File: src/rtl/rv_instr_encoder.sv
// -----------------------------------------------------------------------------
// rv_instr_encoder
//
// Streaming RV32 instruction encoder. Takes decoded instruction fields over a
// valid/ready handshake and emits one packed 32-bit instruction word per
// accepted input. Each word carries a sequential instruction-memory word index.
// Supported classes: R, I-ALU, LOAD, STORE, BRANCH and the custom CTZ.
//
// Ports
//   clk, rst_n        clock, asynchronous active-low reset
//   flush             synchronous clear of output word, address, count, err, full
//   in_valid/in_ready input handshake (in_ready is combinational on out_ready)
//   in_class          0=R 1=I-ALU 2=LOAD 3=STORE 4=BRANCH 5=CTZ 6/7=illegal
//   in_rd/rs1/rs2     register fields
//   in_funct3/funct7  function fields
//   in_imm            13-bit signed immediate
//   out_valid/ready   output handshake
//   out_instr         encoded word
//   out_addr          word index of out_instr
//   count             words handed off since reset/flush
//   full              last word index handed off; intake stopped
//   err               sticky: an illegal class or misaligned branch was dropped
// -----------------------------------------------------------------------------
module rv_instr_encoder #(
   parameter int ADDR_WIDTH = 8
) (
   input  logic                  clk,
   input  logic                  rst_n,
   input  logic                  flush,
   input  logic                  in_valid,
   output logic                  in_ready,
   input  logic [2:0]            in_class,
   input  logic [4:0]            in_rd,
   input  logic [4:0]            in_rs1,
   input  logic [4:0]            in_rs2,
   input  logic [2:0]            in_funct3,
   input  logic [6:0]            in_funct7,
   input  logic [12:0]           in_imm,
   output logic                  out_valid,
   input  logic                  out_ready,
   output logic [31:0]           out_instr,
   output logic [ADDR_WIDTH-1:0] out_addr,
   output logic [ADDR_WIDTH:0]   count,
   output logic                  full,
   output logic                  err
);

   localparam logic [2:0] CLS_R      = 3'd0;
   localparam logic [2:0] CLS_I      = 3'd1;
   localparam logic [2:0] CLS_LOAD   = 3'd2;
   localparam logic [2:0] CLS_STORE  = 3'd3;
   localparam logic [2:0] CLS_BRANCH = 3'd4;
   localparam logic [2:0] CLS_CTZ    = 3'd5;

   localparam logic [6:0] OPC_R      = 7'b0110011;
   localparam logic [6:0] OPC_I      = 7'b0010011;
   localparam logic [6:0] OPC_LOAD   = 7'b0000011;
   localparam logic [6:0] OPC_STORE  = 7'b0100011;
   localparam logic [6:0] OPC_BRANCH = 7'b1100011;
   localparam logic [6:0] OPC_CTZ    = 7'b1110011;

   // Packs the fields of one instruction; illegal classes produce zero.
   function automatic logic [31:0] encode_instr(
      input logic [2:0]  cls,
      input logic [4:0]  rd,
      input logic [4:0]  rs1,
      input logic [4:0]  rs2,
      input logic [2:0]  f3,
      input logic [6:0]  f7,
      input logic [12:0] imm
   );
      logic [31:0] w;
      w = 32'h0000_0000;
      case (cls)
         CLS_R:      w = {f7, rs2, rs1, f3, rd, OPC_R};
         CLS_I:      w = {imm[11:0], rs1, f3, rd, OPC_I};
         CLS_LOAD:   w = {imm[11:0], rs1, f3, rd, OPC_LOAD};
         CLS_STORE:  w = {imm[11:5], rs2, rs1, f3, imm[4:0], OPC_STORE};
         CLS_BRANCH: w = {imm[12], imm[10:5], rs2, rs1, f3, imm[4:1], imm[11], OPC_BRANCH};
         CLS_CTZ:    w = {f7, 5'b00000, rs1, f3, rd, OPC_CTZ};
         default:    w = 32'h0000_0000;
      endcase
      return w;
   endfunction

   logic                  out_valid_q, out_valid_d;
   logic [31:0]           out_instr_q, out_instr_d;
   logic [ADDR_WIDTH-1:0] out_addr_q,  out_addr_d;
   logic [ADDR_WIDTH-1:0] addr_q,      addr_d;
   logic [ADDR_WIDTH:0]   count_q,     count_d;
   logic                  full_q,      full_d;
   logic                  err_q,       err_d;

   logic                  in_hs_s;
   logic                  out_hs_s;
   logic                  legal_s;
   logic [31:0]           enc_s;

   // Intake allowed while not full and the output slot is free or draining.
   assign in_ready = !full_q && (!out_valid_q || out_ready);

   // Next-state logic: flush overrides everything; an output handshake frees
   // the slot and advances the index before a same-cycle input reloads it, so
   // back-to-back words get consecutive addresses without a bubble.
   always_comb begin
      out_valid_d = out_valid_q;
      out_instr_d = out_instr_q;
      out_addr_d  = out_addr_q;
      addr_d      = addr_q;
      count_d     = count_q;
      full_d      = full_q;
      err_d       = err_q;

      in_hs_s  = in_valid && in_ready;
      out_hs_s = out_valid_q && out_ready;
      // Branch offsets are in half-words, so imm[0] must be clear.
      legal_s  = (in_class <= CLS_CTZ) && !((in_class == CLS_BRANCH) && in_imm[0]);
      enc_s    = encode_instr(in_class, in_rd, in_rs1, in_rs2, in_funct3, in_funct7, in_imm);

      if (flush) begin
         out_valid_d = 1'b0;
         out_instr_d = 32'h0000_0000;
         out_addr_d  = {ADDR_WIDTH{1'b0}};
         addr_d      = {ADDR_WIDTH{1'b0}};
         count_d     = {(ADDR_WIDTH+1){1'b0}};
         full_d      = 1'b0;
         err_d       = 1'b0;
      end else begin
         if (out_hs_s) begin
            out_valid_d = 1'b0;
            addr_d      = addr_q + ADDR_WIDTH'(1);
            count_d     = count_q + (ADDR_WIDTH+1)'(1);
            // Handing off the top index exhausts the memory; the index wraps.
            if (out_addr_q == {ADDR_WIDTH{1'b1}}) begin
               full_d = 1'b1;
            end else begin
               full_d = full_q;
            end
         end else begin
            addr_d  = addr_q;
            count_d = count_q;
         end

         if (in_hs_s) begin
            if (legal_s) begin
               out_valid_d = 1'b1;
               out_instr_d = enc_s;
               out_addr_d  = addr_d;
            end else begin
               err_d = 1'b1;
            end
         end else begin
            err_d = err_q;
         end
      end
   end

   // State registers.
   always_ff @(posedge clk or negedge rst_n) begin
      if (!rst_n) begin
         out_valid_q <= 1'b0;
         out_instr_q <= 32'h0000_0000;
         out_addr_q  <= {ADDR_WIDTH{1'b0}};
         addr_q      <= {ADDR_WIDTH{1'b0}};
         count_q     <= {(ADDR_WIDTH+1){1'b0}};
         full_q      <= 1'b0;
         err_q       <= 1'b0;
      end else begin
         out_valid_q <= out_valid_d;
         out_instr_q <= out_instr_d;
         out_addr_q  <= out_addr_d;
         addr_q      <= addr_d;
         count_q     <= count_d;
         full_q      <= full_d;
         err_q       <= err_d;
      end
   end

   assign out_valid = out_valid_q;
   assign out_instr = out_instr_q;
   assign out_addr  = out_addr_q;
   assign count     = count_q;
   assign full      = full_q;
   assign err       = err_q;

endmodule

File: config.mk
export PLATFORM = sky130hd
export DESIGN_NAME = rv_instr_encoder
export DESIGN_NICKNAME = d
export VERILOG_FILES = /design/src/rtl/rv_instr_encoder.sv
export SDC_FILE = /design/constraint.sdc
export NUM_CORES = 1
export LEC_CHECK = 0
export CAP_MARGIN = 20
export CORE_AREA = 2 2 72 74
export CTS_CLUSTER_DIAMETER = 40
export DETAILED_ROUTE_END_ITERATION = 6
export DIE_AREA = 0 0 74 76
export DONT_BUFFER_PORTS = 1
export MAX_ROUTING_LAYER = met4
export PLACE_DENSITY = 0.8
export REMOVE_ABC_BUFFERS = 1
export SYNTH_ARGS = -nofsm -noshare
export SYNTH_HDL_FRONTEND = slang
export SYNTH_SLANG_ARGS = --single-unit
File: constraint.sdc
create_clock -name clk -period 2.7 [get_ports clk]
set_input_delay 0.135 -clock clk [delete_from_list [all_inputs] [get_ports clk]]
set_output_delay 0.135 -clock clk [all_outputs]
set_load 0.005 [all_outputs]
==> results_dict.tcl <==
set metrics [dict create \
    cp_max_fo 17 \
    use_met2 0.4125 \
    p_leak_uw 0.001416 \
    drive_gt1_frac 0.1484 \
    yosysMostFrequentCell "dfrtp_1" \
    layout_setup_ws_ns 0.7414 \
    yosys.area.top_type "dfrtp_1" \
    hold_viol 0 \
    post-route-period-util 0.7254 \
    synth_area_um2 3083 \
    worstMarginPinSlew_ns 0.9102 \
    synth_xor_area_frac 0.04261 \
    first_iter_violations 195 \
    n_fill_cell 386 \
    synth_top_area_share 0.4627 \
    die_area_um2 5624 \
    synth_compound_area_frac 0.2480 \
    cts_buffers 9 \
    ctsHtreeMaxLevel 3 \
    regArea_um2 1426 \
    grt_usage 0.2983 \
    drc 0 \
    start_util 0.6276 \
    hold_path.class "in -> reg" \
    yosysUniqueCellTypes 37 \
    grt_pass1_vias 2419 \
    place_area_um2 3068 \
    finalClockSkew_ns 0.008265 \
    reg2reg_depth 5 \
    ctsResizeCount 0 \
    gp_congestion 0.8615 \
    cp.arrival_ns 2.18 \
    insertion_delay_ns 0.33 \
    antenna_found_initial 0 \
    slew_headroom 0.3910 \
    max_cap_viol_count 0 \
    setup_tns_ns 0 \
    synth_cells 307 \
    worst-setup-path-type "reg -> reg" \
    fin_area_um2 3445 \
    cts_tree "built" \
    rsz0062_at_grt "false" \
    synth_top_family_by_area "compound AO/OA/AOI/OAI gates" \
    synth_edf_count 0 \
    clkSinkCount 57 \
    synthTopCellsByCount "dfrtp_1, a21oi_1, nor2_1" \
    totalWireLength_um 7710 \
    start_kind "flop" \
    die_w_um 74 \
    top_usage_layer "met1" \
    first_pass_iters 5 \
    setup_viol 0 \
    synthAdderAreaFrac 0.008117 \
    core_area_um2 4912 \
    multi_input_area_um2 1509 \
    fin_crit_ns 1.959 \
    synth_area_leaders "dfrtp_1, a21oi_1, mux2_2" \
    grt_max_degree 58 \
    end_kind "flop" \
    met3_usage 0.09127 \
    grt_pass1_wl_um 12690 \
    muxShareOfSynthArea 0.05479 \
    post-place-ws_ns 0.8318 \
    detail-route-antenna-nets 0 \
    ys_seq_elements 57 \
    async_reset_ff_frac 1.000 \
    area_growth_pct 11.73 \
    met1_usage 0.4240 \
    diodes 0 \
    ir_drop_v 0.0003398 \
    yosys_warnings 0 \
    routed_via_density 6.737 \
    outcome "complete, no violations" \
    rows 26 \
    yosysSeqAreaShare 0.4627 \
    holdPathStages 2 \
    num_vias 2560 \
    final_nets 353 \
    gr-total-overflow 0 \
    clk_path_buf_depth 2 \
    cts-root-buf "clkbuf_8" \
    drv_slew 0 \
    synth-main-ff-cell "dfrtp_1" \
    power_density_nw_per_um2 615.3 \
    required_ns 2.92 \
    ios 99 \
    clk_pin_slew_worst_paths_ns 0.07 \
    fmax_ghz 0.5106 \
    avgSynthCellArea_um2 10.04 \
    die_h_um 76 \
    post_drt_wl_per_cell_um 20.29 \
    io_buffers 0 \
    post-dp-hpwl_um 4902 \
    synthSimpleGateAreaFrac 0.1315 \
]
[critical path, stage by stage, from the launching register on]
cell and delay, ns:
dfrtp_1 0.45, nand2b_2 0.13, and3_1 0.57, buf_4 0.33
a21oi_1 0.09, a211oi_1 0.27
[cells in the final DEF, fill, tap and decap left out, drive strengths merged, types with 5 or more instances in the layout]
master / instances
nor2: 21
nand3: 7
o32ai: 5
a222oi: 7
buf: 6
xnor2: 8
clkbuf: 12
mux2: 15
xor2: 7
a21oi: 35
dlygate4sd3: 9
nand4: 14
nand2: 11
a22o: 12
dfrtp: 57
a22oi: 5
o21ai: 13
a221oi: 10
nand2b: 6
a211oi: 18
[where the power goes]
part	leakage (µW)	internal [µW]	switching (µW)
clock	0.000123	595	341
combinational	0.000517	108	141
sequential	0.000776	895	40.7
[sequential cells by signal (all words and copies together) (netlist names)]
register	flops
err	1
out_instr	29
out_addr	8
count	9
full	1
addr_q	8
out_valid	1
[cell type report]
class	instances	share of cell area
clock buffers	12	0.04795
clock inverters	4	0.02143
inverters	4	0.004359
flip-flops and latches	57	0.4141
well taps	70	0.02543
repair buffers	15	0.04867
multi-input cells	218	0.4381
[layer usage]
metal,share of wire,up-vias
met5,0,-
met4,0.015,0
met3,0.098,12
met2,0.47,128
met1,0.42,1267
li1,-,1153
[repair_timing]
action                    4_1_cts  5_1_grt
setup buffers                   0        0
hold buffers                   11        0
hold endpoints to repair      106        0
[final timing paths]
kind / startpoint / end / slack (ns)
max in group asynchronous: rst_n / out_instr[8] / 2.13
worst min register to register: addr_q[7] / addr_q[7] / 0.55
worst max register to register: out_valid / out_instr[27] / 0.74
worst min-delay path: flush / out_instr[10] / 0.02
worst max-delay path: out_valid / out_instr[27] / 0.74
min in group asynchronous: rst_n / addr_q[5] / 0.32
[kinds of logic after synthesis]
logic type,count (synthesis)
simple gates,77
xor+xnor,15
mux,15
fa+ha+maj,2
compound gates,107
buf+inv,33
flops,57
other cells,1
[metrics by stage]
stage / std cells / utilization / hold slack (ns) / total power [µW]
floorplan: 279 / - / -0.1606 / 1095
global placement: 353 / 0.6246 / -0.1588 / 1144
detailed placement: 353 / 0.6246 / -0.1588 / 1149
CTS: 380 / 0.7012 / 0.009505 / 2130
global route: 380 / 0.7012 / 0.02264 / 2208
finish: 380 / 0.7012 / 0.02161 / 2120
Note: power is estimated with default switching activity, not from simulation.
